File: config.mk
export PLATFORM = sky130hd
export DESIGN_NAME = inst_fetch
export DESIGN_NICKNAME = d
export VERILOG_FILES = /design/src/rtl/inst_fetch.sv
export SDC_FILE = /design/constraint.sdc
export NUM_CORES = 1
export LEC_CHECK = 0
export ABC_AREA = 1
export BUFFER_PORTS_ARGS = -buffer_cell sky130_fd_sc_hd__buf_2
export CAP_MARGIN = 20
export CORE_MARGIN = 10
export CORE_UTILIZATION = 58
export DETAILED_ROUTE_END_ITERATION = 10
export PLACE_DENSITY_LB_ADDON = 0.12
export SKIP_CTS_REPAIR_TIMING = 1
export SKIP_LAST_GASP = 1
export SLEW_MARGIN = 20
export SYNTH_ARGS = -nofsm -noshare
export SYNTH_HDL_FRONTEND = slang
export SYNTH_SLANG_ARGS = --single-unit
File: constraint.sdc
create_clock -name clk -period 6.7 [get_ports clk]
set_input_delay 0.335 -clock clk [delete_from_list [all_inputs] [get_ports clk]]
set_output_delay 0.335 -clock clk [all_outputs]
set_load 0.02 [all_outputs]
File: src/rtl/inst_fetch.sv
// Instruction fetch unit: issues one ROM request at a time, buffers the response
// for decode, and handles redirects, ROM timeouts and pc wrap-around.
module inst_fetch #(
   parameter logic [63:0] RESET_PC = 64'h0,
   parameter int unsigned TIMEOUT  = 64
) (
   input  logic        clk,
   input  logic        rst,
   output logic        rom_ce,
   output logic [63:0] rom_addr,
   input  logic        rom_valid,
   input  logic [31:0] rom_inst,
   input  logic        redirect,
   input  logic [63:0] redirect_pc,
   output logic        id_valid,
   input  logic        id_ready,
   output logic [63:0] id_pc,
   output logic [31:0] id_inst,
   output logic        fetch_err
);

   localparam int unsigned CNT_W = 16;
   localparam logic [CNT_W-1:0] TIMEOUT_C = CNT_W'(TIMEOUT);
   localparam logic [63:0] RESET_PC_A = RESET_PC & ~64'h3;

   localparam logic [2:0] S_REQ  = 3'd0;
   localparam logic [2:0] S_WAIT = 3'd1;
   localparam logic [2:0] S_HOLD = 3'd2;
   localparam logic [2:0] S_DROP = 3'd3;
   localparam logic [2:0] S_ERR  = 3'd4;

   logic [2:0]       state_q, state_d;
   logic [63:0]      pc_q, pc_d;
   logic [63:0]      rom_addr_q, rom_addr_d;
   logic [63:0]      id_pc_q, id_pc_d;
   logic [31:0]      id_inst_q, id_inst_d;
   logic [CNT_W-1:0] cnt_q, cnt_d;
   logic             id_valid_q, id_valid_d;
   logic             fetch_err_q, fetch_err_d;
   logic [CNT_W-1:0] cnt_inc_c;
   logic [63:0]      redir_pc_c;

   assign cnt_inc_c  = cnt_q + CNT_W'(1);
   assign redir_pc_c = redirect_pc & ~64'h3;

   // Next-state and datapath decisions; redirect overrides the sequential pc step.
   always_comb begin
      state_d   = state_q;
      pc_d      = pc_q;
      id_pc_d   = id_pc_q;
      id_inst_d = id_inst_q;
      cnt_d     = cnt_q;

      case (state_q)
         S_REQ: begin
            cnt_d   = '0;
            state_d = redirect ? S_DROP : S_WAIT;
         end
         S_WAIT: begin
            if (rom_valid) begin
               if (redirect) begin
                  state_d = S_REQ;
               end else begin
                  id_inst_d = rom_inst;
                  id_pc_d   = rom_addr_q;
                  state_d   = S_HOLD;
               end
            end else if (redirect) begin
               cnt_d   = '0;
               state_d = S_DROP;
            end else begin
               cnt_d = cnt_inc_c;
               if (cnt_inc_c == TIMEOUT_C) state_d = S_ERR;
            end
         end
         S_HOLD: begin
            if (redirect) begin
               state_d = S_REQ;
            end else if (id_ready) begin
               pc_d    = pc_q + 64'd4;
               state_d = S_REQ;
            end
         end
         S_DROP: begin
            if (rom_valid) begin
               state_d = S_REQ;
            end else begin
               cnt_d = cnt_inc_c;
               if (cnt_inc_c == TIMEOUT_C) state_d = S_ERR;
            end
         end
         S_ERR: begin
            state_d = S_ERR;
         end
         default: begin
            state_d = S_REQ;
         end
      endcase

      if (redirect && (state_q != S_ERR)) pc_d = redir_pc_c;

      // The request address is latched on the way into REQ and then held until the response.
      rom_addr_d  = (state_d == S_REQ) ? pc_d : rom_addr_q;
      id_valid_d  = (state_d == S_HOLD);
      fetch_err_d = (state_d == S_ERR);
   end

   always_ff @(posedge clk) begin
      if (rst) begin
         state_q     <= S_REQ;
         pc_q        <= RESET_PC_A;
         rom_addr_q  <= RESET_PC_A;
         id_pc_q     <= '0;
         id_inst_q   <= '0;
         cnt_q       <= '0;
         id_valid_q  <= 1'b0;
         fetch_err_q <= 1'b0;
      end else begin
         state_q     <= state_d;
         pc_q        <= pc_d;
         rom_addr_q  <= rom_addr_d;
         id_pc_q     <= id_pc_d;
         id_inst_q   <= id_inst_d;
         cnt_q       <= cnt_d;
         id_valid_q  <= id_valid_d;
         fetch_err_q <= fetch_err_d;
      end
   end

   // Request pulse decodes the state register so it fires in the first cycle out of reset.
   assign rom_ce    = (state_q == S_REQ) && !rst;
   assign rom_addr  = rom_addr_q;
   assign id_valid  = id_valid_q;
   assign id_pc     = id_pc_q;
   assign id_inst   = id_inst_q;
   assign fetch_err = fetch_err_q;

endmodule

* Yosys cells after proc, flatten, opt, wreduce, memory -nomap -nowiden
Cells that the tools add are included.
W data, S select, Z words.
** Cells by class
- Add/subtract/negate cells :: 2
- Eq/ne operators :: 10
- Multiplexer cells :: 17
- Bitwise operators :: 1
- Reduce and logical (&&, ||, !) cells :: 8
** Operators with widths (count)
- $mux W64 :: 4
- $add A64 B3 Y64 const B :: 1
- $mux W16 :: 3
- $pmux W16 S3 :: 1
- $mux W3 :: 6
- $add A16 B1 Y16 const B :: 1
- $eq A16 B7 Y1 const B :: 1
- $pmux W3 S5 :: 1
- $eq A3 B2 Y1 const B :: 3
- $eq A3 B3 Y1 const B :: 2
- $logic_not A3 Y1 :: 2
- $reduce_and A3 Y1 :: 2
- $mux W2 :: 2
- $ne A2 B2 Y1 const B :: 2
- $eq A3 B1 Y1 const B :: 1
- $ne A3 B3 Y1 const B :: 1
- $reduce_bool A3 Y1 :: 1
- $logic_and A1 B1 Y1 :: 2
- $logic_not A1 Y1 :: 1
- $not A1 Y1 :: 1
** Storage, ports and cells
- Flip-flop bits (word level) :: 245
- Input port bits :: 101
- Output and inout bits :: 163
- Word-level logic and storage cells :: 46

* Longest topological paths before layout
Gate-level depths: netlist of the first run.
- Word-level depth :: 7
- Depth in mapped cells :: 20
- Gate-level depth less buffers :: 19

* Least setup slack after synthesis of the first run
No wires, ideal clock.
- Path type :: reg2reg
- Start :: reg cnt_q[0]
- End :: reg rom_addr_q[62], in the netlist rom_addr[62]
- Library setup time :: 113 ps
- Arrival time :: 2263 ps
- Data required time :: 6587 ps
- Path slack :: 4324 ps
- Stages on the path, launching flop included :: 18
- Buffers on the path :: 1
- Period minus slack after synthesis :: 2376 ps
- Cells stage by stage :: dfxtp_1 > ha_1 > nand2_1 > nor2_1 > nand3_1 > nand2_1 > nand2_1 > nor2_1 > nand2_1 > nor2_2 > nand3_1 > nand2_1 > nand3_2 > nor2_4 > buf_2 > nand2_1 > nand2_1 > nor2_1
** On the way
- Longest elaborated chain between the ends :: 7
- Elaborated cells on any way between the ends :: 8
- Classes of those cells :: 1 x add/sub; 1 x eq/ne; 5 x mux; 1 x reduce/logical
** Ends and longest elaborated chain
- start, declared :: RTL line 37 : logic [CNT_W-1:0] cnt_q, cnt_d;
- start signal, assigned :: RTL line 124 : cnt_q <= cnt_d;
- $add A16 B1 Y16 (*) :: RTL line 43 : assign cnt_inc_c = cnt_q + CNT_W'(1);
- $eq A16 B7 Y1 (*) :: RTL line 73, 89
- $mux W3 (*) :: RTL line 73, 89
- $mux W3 :: RTL line 68 : end else if (redirect) begin
- $mux W3 :: RTL line 60 : if (rom_valid) begin
- $pmux W3 S5 (*) :: RTL line 54 : case (state_q)
- $logic_not A3 Y1 (*) :: RTL line 103 : rom_addr_d = (state_d == S_REQ) ? pc_d : rom_addr_q;
- end signal, assigned :: RTL line 121 : rom_addr_q <= rom_addr_d;
- end, declared :: RTL line 34 : logic [63:0] rom_addr_q, rom_addr_d;
Every way passes the cells marked *; elsewhere a longest branch is shown, timed or not.
A chain may end at the register's enable or synchronous reset.

* Worst setup path in the final report of the first run
- Start :: reg cnt_q[0]
- End :: reg rom_addr_q[52], in the netlist rom_addr[52]
Same word-level chain as after synthesis.

==> run summary, run 1 <==
Count of unresolved DRC violations after routing = 0
Tmin final = 4.02 ns
Worst Slack Setup Final = 2.68 ns
Maximum Capacitance Violations = 0
Outcome = complete, no violations
TritonCTS clock tree = done
Area overhead of the layout relative to synthesis = 19.9%
Unrepaired setup endpoints after global routing = false
Crit-path max cell delay = 0.66 ns
Pin count of the biggest net entering global routing = 131
Sequential cell fraction of total power = 44.5%
Worst Setup Start Kind = flop
Critical path required time = 7.11 ns
Gate count of the mapped netlist = 1641
Pwr dens = 292 mW/mm2
Share of total power in the clock network = 37.0%
Number of clock buffers inserted by TritonCTS = 26
Final net count = 1963
Netlist area before placement = 0.0110 mm2
WL/cell = 15.7 um
Switch share = 31.3%
Worst-Margin Slew = 1.04 ns
Final number of hold-violating endpoints = 0
Largest fanout on the critical path = 75
Number of primary I/O pins = 264
Setup Slack @ Placement = 2.70 ns
Class of the worst hold path = in2reg
DR iter-0 viols = 878
Final sum of negative setup slack = 0 ns
Vert. Die Dim = 158 um
I/O Buffers = 261
Share of total power in combinational logic = 18.6%
Via count = 11003
Distinct cell type count of the synthesized netlist = 31
Remaining Overflow, GRT = 0
Syn Nets = 1745
Start-to-end type of the worst setup path = reg2reg
Share of the cycle needed by the critical path after routing = 60.0%
Gr usage total = 25.6%
Most common library cell in the layout ignoring fill and taps = nor2_1
CP max-delay cell = buf_4
Total die area = 0.0249 mm2
Fraction of final layout cells with drive strength greater than 1 = 17.8%
Post-synthesis average cell area = 6.72 um2
CP top delay family = simple AND/OR/NAND/NOR gates
Slew headroom = 30.9%
Clock root buffer = clkbuf_16
First-pass GRT wire length = 52200 um
Clock network latency to the later pin of the worst-skew pair = 0.53 ns
Maximum vdd ir drop = 0.207 mV
Avg Vias per Cell = 5.20
Via count of the first global-routing pass = 10451
Area of the core = 0.0187 mm2
Pint = 2.65 mW
Clock-pin slew on the worst setup and hold paths = 0.06 ns
DR pass1 iterations = 5
FILL cells = 1720
Count of antenna-violating nets left after detailed routing = 0
Total number of yosys warnings = 0
Library cell occupying the most area in the post-synthesis netlist = dfxtp_1
Core utilization of the finished layout = 70.7%
Final HPWL DP = 24300 um
Arrival time of data at the critical path endpoint = 4.43 ns
Row cnt = 50
Critical path, cell by cell = ha_1, nand2_1, nor2_1, nand3_1, nand2_1, nand2_1, nor2_1, nand3_1, nor2_1, nor2_1, nor2_2, nand3_2, nor2_4, buf_4, nand2_1, nand2_1, nor2_1
Area share of the largest cell type after synthesis = 44.5%
Portion of the post-synthesis area used by sequential elements = 44.5%
Clock Skew = 0.0158 ns
Crit. End Element = flop
Maximum root-to-sink buffer count = 3
Synthesis-stage register bit count = 245
Psw = 1.21 mW
RePlAce Congestion = 0.959
Static leakage = 6.33 nW
Wire length reported by the detailed router = 33300 um
Max Freq = 0.249 GHz
Commonest non-fill, non-tap cells in the layout = nor2_1, nand2_1, buf_2, dfxtp_1, o21ai_0
Antenna violations before repair = 6
TritonCTS Sinks = 245
Die outline width = 158 um
CTS H-Tree Depth = 1
Top cells by area in the synthesized netlist = dfxtp_1, nor2_1, nand2_1
Worst Path Buf+Inv = 1
Total setup violations reported at the end of the flow = 0
Power, Total = 3.86 mW
Effective utilization at floorplan = 58.9%
Max-slew violation total from the final report = 0
layout make-up:
class                      count  area, um2  share of cell area, %
clock inverter                16        155                   1.17
clock buffer                  32        703                   5.32
timing repair buffer         267       1360                   10.3
antenna                        3       7.51                 0.0568
inverter                     102        385                   2.92
sequential                   245       4900                   37.1
multi-input combinational   1217       5420                   41.0
tap                          234        293                   2.21
synthesized netlist by cell type:
cell / count
nand4_1: 28
nand2_1: 347
inv_2: 1
clkbuf_1: 64
buf_4: 1
inv_1: 99
xor2_1: 30
nand3b_1: 6
nand2_2: 2
nor2_1: 466
nor3_1: 34
o21ai_1: 2
o21bai_1: 16
nor2_2: 4
xnor2_1: 16
buf_6: 3
o21ai_0: 157
a21oi_1: 24
a21o_1: 2
o211ai_1: 1
or2_2: 8
nor2_4: 2
buf_1: 1
nand3_1: 61
nand3_2: 1
dfxtp_1: 245
ha_1: 3
buf_2: 8
clkinv_1: 2
nor4_1: 6
o22ai_1: 1
through the flow:
stage / std cells / hold WS, ns / instance area, um2
final: 2116 / 0.0277 / 13200
after global routing: 2115 / 0.0253 / 13200
after CTS: 2113 / 0.0177 / 13200
after detailed placement: 2065 / 0.442 / 12300
after global placement: 2065 / 0.437 / 12300
after floorplan: 1641 / 0.426 / 11000
power groups by stage:
| stage | logic (mW) | registers (mW) | clock network, mW |
|---|---|---|---|
| detailed placement | 0.718 | 1.74 | 0 |
| global route | 0.799 | 1.73 | 1.51 |
| global placement | 0.708 | 1.74 | 0 |
| CTS | 0.722 | 1.71 | 1.45 |
| finish | 0.716 | 1.72 | 1.43 |
| floorplan | 0.352 | 1.85 | 0 |
kinds of logic after synthesis:
| group | count (synthesis) | share of synthesized area [%] |
|---|---|---|
| flip-flops | 245 | 44.5 |
| AND/OR/NAND/NOR | 965 | 35.4 |
| XOR/XNOR | 46 | 3.65 |
| buffers and inverters | 179 | 6.42 |
| AO/OA/AOI/OAI | 203 | 9.66 |
| adder cells (fa/ha/maj) | 3 | 0.341 |
final timing paths:
check                                     to         start  slack [ns]  depth (start not counted)
worst max-delay path            rom_addr[52]      cnt_q[0]        2.68                         17
worst min-delay path             id_inst[19]  rom_inst[19]        0.03                          3
worst max register to register  rom_addr[52]      cnt_q[0]        2.68                         17
worst min register to register       pc_q[0]       pc_q[0]        0.45                          2
state kept, by name, summed over array words and instances, names as in the netlist:
signal / cells
fetch_err: 1
id_inst: 32
cnt_q: 16
state_q: 3
id_valid: 1
id_pc: 64
rom_addr: 64
pc_q: 64
per-layer routing:
layer / share of wire [%] / up-vias / GRT usage, %
met2: 48 / 351 / 43.6
met4: 4.5 / 6 / 11.6
met5: 0.12 / - / 0
met3: 8.2 / 80 / 6.16
li1: - / 5626 / -
met1: 39 / 4940 / 29.7
worst register-to-register path, stage by stage, from the launching register on:
cell and delay [ns]:
dfxtp_1 0.43, ha_1 0.30, nand2_1 0.13, nor2_1 0.27, nand3_1 0.15, nand2_1 0.09, nand2_1 0.05, nor2_1 0.16
nand3_1 0.11, nor2_1 0.13, nor2_1 0.08, nor2_2 0.12, nand3_2 0.35, nor2_4 0.54, buf_4 0.66, nand2_1 0.17
nand2_1 0.09, nor2_1 0.05
Power figures use the tool's default switching activity.
==> run 2, diff against run 1 <==
--- a/config.mk
+++ b/config.mk
@@ -9,7 +9,7 @@
 export BUFFER_PORTS_ARGS = -buffer_cell sky130_fd_sc_hd__buf_2
 export CAP_MARGIN = 20
 export CORE_MARGIN = 10
-export CORE_UTILIZATION = 58
+export CORE_UTILIZATION = 54
 export DETAILED_ROUTE_END_ITERATION = 10
 export PLACE_DENSITY_LB_ADDON = 0.12
 export SKIP_CTS_REPAIR_TIMING = 1
==> constraint.sdc (replaced) <==
create_clock -name clk -period 3.7 [get_ports clk]
set_input_delay 0.185 -clock clk [delete_from_list [all_inputs] [get_ports clk]]
set_output_delay 0.185 -clock clk [all_outputs]
set_load 0.02 [all_outputs]
==> run summary, run 2 (synthesis gave the netlist of run 1 again) <==
Count of antenna-violating nets left after detailed routing = 0 (unchanged)
Clock-pin slew on the worst setup and hold paths = 0.06 ns (about the same)
Outcome = finished with violations
Number of clock buffers inserted by TritonCTS = 26 (unchanged)
Most common library cell in the layout ignoring fill and taps = nor2_1
Via count = 11460 (+4.2%)
Gr usage total = 24.2% (-1.4 points)
TritonCTS Sinks = 245 (unchanged)
Pin count of the biggest net entering global routing = 97 (-26%)
Slew headroom = 34.6% (+3.7 points)
Clock network latency to the later pin of the worst-skew pair = 0.53 ns (about the same)
Post-route insts no fill = 2206 (+4.3%)
TritonCTS clock tree = done
Total instance count after detailed placement = 2111 (+2.2%)
CTS H-Tree Depth = 1 (unchanged)
Avg Vias per Cell = 5.19 (about the same)
Remaining Overflow, GRT = 0 (unchanged)
Failing checks = negative hold slack
Antenna violations before repair = 4 (-2)
Final number of hold-violating endpoints = 5 (+5)
Commonest non-fill, non-tap cells in the layout = nor2_1, nand2_1, buf_2, dfxtp_1, o21ai_0
Vert. Die Dim = 163 um (+3.2%)
Count of unresolved DRC violations after routing = 0 (unchanged)
Share of the cycle needed by the critical path after routing = 91.4% (+31 points)
Area of the core = 0.0202 mm2 (+7.8%)
Largest fanout on the critical path = 29 (-61%)
Row cnt = 52 (+4.0%)
Static leakage = 6.59 nW (+4.2%)
Wire length reported by the detailed router = 34900 um (+4.7%)
Effective utilization at floorplan = 54.7% (-4.3 points)
Pwr dens = 519 mW/mm2 (+78%)
Start-to-end type of the worst setup path = reg2reg
Fraction of final layout cells with drive strength greater than 1 = 17.6% (-0.16 points)
Area overhead of the layout relative to synthesis = 25.6%
RePlAce Congestion = 0.934 (-2.6%)
Maximum root-to-sink buffer count = 3 (unchanged)
Worst Setup Start Kind = flop
DR iter-0 viols = 944 (+7.5%)
Clock Skew = 0.0204 ns (+0.00455 ns)
Via count of the first global-routing pass = 10555 (+1.0%)
Worst Slack Setup Final = 0.319 ns (-2.36 ns)
Class of the worst hold path = in2reg
Unrepaired setup endpoints after global routing = false
Maximum Capacitance Violations = 0 (unchanged)
Critical path required time = 4.11 ns (-3.00 ns)
WL/cell = 15.8 um (+0.43%)
Maximum vdd ir drop = 0.396 mV (+92%)
Setup Slack @ Placement = 0.364 ns (-2.34 ns)
Die outline width = 163 um (+3.2%)
Max Freq = 0.296 GHz (+19%)
First-pass GRT wire length = 53200 um (+1.9%)
Crit-path max cell delay = 0.43 ns (-0.23 ns)
CP max-delay cell = dfxtp_1
I/O Buffers = 261 (unchanged)
DR pass1 iterations = 5 (unchanged)
Total die area = 0.0265 mm2 (+6.5%)
Worst-Margin Slew = 0.981 ns (-0.0560 ns)
Final sum of negative setup slack = 0 ns (unchanged)
Arrival time of data at the critical path endpoint = 3.79 ns (-0.64 ns)
Critical path, cell by cell = ha_1, nand2_1, nor2_1, nand3_1, nand2_1, nand2_1, nor2_1, nand3_1, nor2_1, nor2_1, nor2_2, nand3_2, nor2_4, buf_4, nand2_1, nand2_1, nor2_1
Final net count = 2015 (+2.6%)
Core utilization of the finished layout = 68.7% (-2.0 points)
Tmin final = 3.38 ns (-0.638 ns)
Max-slew violation total from the final report = 0 (unchanged)
Total setup violations reported at the end of the flow = 0 (unchanged)
Clock root buffer = clkbuf_16
Power, Total = 7.18 mW (+86%)
Final HPWL DP = 25100 um (+3.1%)
Final hold slack = -0.0490 ns (-0.0766 ns)
Number of primary I/O pins = 264 (unchanged)
Crit. End Element = flop
## run 2: metal layers
metal,share of wire [%],global-route usage (%),up-vias
met5,0.034,0,-
met4,4.3,10.9,2
met3,8.1,6.50,77
met2,48,41.5,419
met1,39,27.6,5221
li1,-,-,5741
## run 2: worst paths after layout
path | start | end | slack [ns] | depth (start not counted)
hold reg to reg | pc_q[0] | pc_q[0] | 0.45 | 2
setup / recovery | cnt_q[0] | rom_addr[15] | 0.32 | 17
setup reg to reg | cnt_q[0] | rom_addr[15] | 0.32 | 17
hold / removal | redirect_pc[34] | pc_q[34] | -0.05 | 3
## run 2: critical path: cells and delay by family, from the launching register on
family / cells / cell delay, ns
buffers and inverters: 1 / 0.32
and+or+nand+nor: 15 / 2.21
adders and majority gates: 1 / 0.32
DFF: 1 / 0.43
## run 2: power breakdown
part	total (mW)	internal [mW]	switching [mW]
combinational	1.36	0.458	0.907
sequential	3.11	2.89	0.212
clock	2.71	1.68	1.03
## run 2: area by class of cell
| type | instances | area, um2 |
|---|---|---|
| Multi-Input combinational cell | 1217 | 5420 |
| Timing Repair Buffer | 319 | 1880 |
| Antenna cell | 6 | 15.0 |
| Inverter | 102 | 385 |
| Tap cell | 270 | 338 |
| Clock inverter | 6 | 105 |
| Clock buffer | 41 | 798 |
| Sequential cell | 245 | 4900 |
| Fill cell | 1778 | 6320 |
## run 2: metrics by stage
stage               hold slack (ns)  instance area [um2]
floorplan                     0.320                11000
global placement              0.407                12500
detailed placement            0.413                12500
CTS                          -0.126                13400
global route                0.00764                13800
finish                      -0.0490                13800
==> run 3, diff against run 2 <==
--- a/config.mk
+++ b/config.mk
@@ -7,8 +7,8 @@
 export LEC_CHECK = 0
 export ABC_AREA = 1
 export BUFFER_PORTS_ARGS = -buffer_cell sky130_fd_sc_hd__buf_2
-export CAP_MARGIN = 20
-export CORE_MARGIN = 10
+export CORE_ASPECT_RATIO = 0.9
+export CORE_MARGIN = 2
 export CORE_UTILIZATION = 54
 export DETAILED_ROUTE_END_ITERATION = 10
 export PLACE_DENSITY_LB_ADDON = 0.12
==> run summary, run 3 (synthesis gave the netlist of run 1 again) <==
Max-slew violation total from the final report = 0 (unchanged)
WL/cell = 15.1 um (-4.4%)
Total die area = 0.0216 mm2 (-19%)
Class of the worst hold path = in2reg
Slew headroom = 37.7% (+3.2 points)
Worst Setup Start Kind = flop
Reg2Reg Launch Point = cnt_q[0]
I/O Buffers = 261 (unchanged)
Core utilization of the finished layout = 68.5% (-0.20 points)
Number of clock buffers inserted by TritonCTS = 25 (-3.8%)
TritonCTS Sinks = 245 (unchanged)
Setup crit start = cnt_q[0]
Final sum of negative setup slack = 0 ns (unchanged)
Worst-Margin Slew = 0.934 ns (-0.0473 ns)
Antenna violations before repair = 2 (-2)
First-pass GRT wire length = 51500 um (-3.2%)
Number of primary I/O pins = 264 (unchanged)
Outcome = finished with violations
Row cnt = 49 (-5.8%)
Final number of hold-violating endpoints = 6 (+1)
Avg Vias per Cell = 5.19 (about the same)
Total setup violations reported at the end of the flow = 0 (unchanged)
Vert. Die Dim = 140 um (-14%)
Static leakage = 6.53 nW (-0.95%)
Final HPWL DP = 23400 um (-6.8%)
Tmin final = 3.31 ns (-0.0734 ns)
Clock root buffer = clkbuf_16
Clock-pin slew on the worst setup and hold paths = 0.06 ns (about the same)
Pin count of the biggest net entering global routing = 145 (+49%)
TritonCTS clock tree = done
Via count = 11337 (-1.1%)
Wire length reported by the detailed router = 33000 um (-5.3%)
Area of the core = 0.0200 mm2 (-0.91%)
Power, Total = 6.96 mW (-3.2%)
Gr usage total = 29.3% (+5.1 points)
Final net count = 2012 (-0.15%)
CTS H-Tree Depth = 1 (unchanged)
Arrival time of data at the critical path endpoint = 3.72 ns (-0.07 ns)
RePlAce Congestion = 0.982 (+5.2%)
Remaining Overflow, GRT = 0 (unchanged)
Largest fanout on the critical path = 48 (+66%)
Start-to-end type of the worst setup path = reg2reg
Maximum vdd ir drop = 0.364 mV (-8.1%)
Area overhead of the layout relative to synthesis = 24.1%
Maximum Capacitance Violations = 0 (unchanged)
Die outline width = 155 um (-5.1%)
Count of unresolved DRC violations after routing = 0 (unchanged)
Unrepaired setup endpoints after global routing = false
Failing checks = negative hold slack
Critical path required time = 4.11 ns (about the same)
Crit. End Element = flop
Fraction of final layout cells with drive strength greater than 1 = 17.6% (about the same)
Share of the cycle needed by the critical path after routing = 89.4% (-2.0 points)
Effective utilization at floorplan = 55.2% (+0.50 points)
Clock Skew = 0.00799 ns (-0.0124 ns)
Final hold slack = -0.0344 ns (+0.0146 ns)
Pwr dens = 508 mW/mm2 (-2.0%)
Max Freq = 0.302 GHz (+2.2%)
Hold Crit Start = redirect_pc[2]
Commonest non-fill, non-tap cells in the layout = nor2_1, nand2_1, buf_2, dfxtp_1, o21ai_0
Via count of the first global-routing pass = 10212 (-3.2%)
DR iter-0 viols = 928 (-1.7%)
Most common library cell in the layout ignoring fill and taps = nor2_1
DR pass1 iterations = 5 (unchanged)
Clock network latency to the later pin of the worst-skew pair = 0.52 ns (about the same)
Maximum root-to-sink buffer count = 3 (unchanged)
Count of antenna-violating nets left after detailed routing = 0 (unchanged)
FILL cells = 1773 (-0.28%)
-- run 3: cell types whose count changed in the layout (fill, tap and decap cells not counted), sizes merged --
| cell | before | now |
|---|---|---|
| bufinv | 3 | 2 |
| clkbuf | 41 | 37 |
| clkinvlp | 0 | 1 |
| buf | 277 | 280 |
| diode | 6 | 3 |
| clkinv | 4 | 5 |
| inv | 101 | 102 |
| dlygate4sd3 | 42 | 37 |
-- run 3: per-layer routing --
| metal | vias up | track usage [%] | share of wire (%) |
|---|---|---|---|
| met5 | - | 0 | 0 |
| met4 | 0 | 11.7 | 4.1 |
| met3 | 77 | 5.98 | 7.8 |
| met2 | 412 | 48.5 | 46 |
| met1 | 5114 | 37.5 | 42 |
| li1 | 5734 | - | - |
-- run 3: cell type report --
cell class,count,area [um2],share of cell area (%)
Antenna cell,3,7.51,0.0549
Clock buffer,37,711,5.19
Clock inverter,8,96.3,0.704
Inverter,102,385,2.82
Multi-Input combinational cell,1217,5420,39.6
Sequential cell,245,4900,35.8
Tap cell,255,319,2.33
Timing Repair Buffer,317,1840,13.5
-- run 3: critical path, stage by stage (launching register included) --
cell	delay, ns
dfxtp_1	0.43
ha_1	0.31
nand2_1	0.12
nor2_1	0.30
nand3_1	0.15
nand2_1	0.09
nand2_1	0.05
nor2_1	0.15
nand2_1	0.09
nor2_2	0.12
nand2_1	0.06
nand2_1	0.05
nand2_1	0.05
nand2_1	0.08
nand2_2	0.25
nor2_4	0.42
buf_12	0.27
nand2_1	0.07
nand2_1	0.08
nor2_1	0.04
-- run 3: per-stage QoR --
step | instances | instance area, um2 | setup slack (ns)
2_1_floorplan | 1641 | 11000 | 1.32
3_3_place_gp | 2099 | 12500 | 0.526
3_5_place_dp | 2099 | 12500 | 0.445
4_1_cts | 2144 | 13300 | 0.419
5_1_grt | 2181 | 13700 | 0.0510
6_report | 2184 | 13700 | 0.393
-- run 3: path summary, 6_finish.rpt --
kind                                      to  slack (ns)  cells after the start
worst min-delay path                 pc_q[2]       -0.03                      3
worst max register to register  rom_addr[28]        0.39                     19
worst min register to register       pc_q[0]        0.45                      2
worst max-delay path            rom_addr[28]        0.39                     19
-- run 3: power breakdown --
part / total [mW] / internal (mW) / leakage, nW / switching [mW]
sequential: 3.10 / 2.89 / 2.01 / 0.209
combinational: 1.36 / 0.463 / 4.13 / 0.894
clock: 2.50 / 1.47 / 0.395 / 1.03
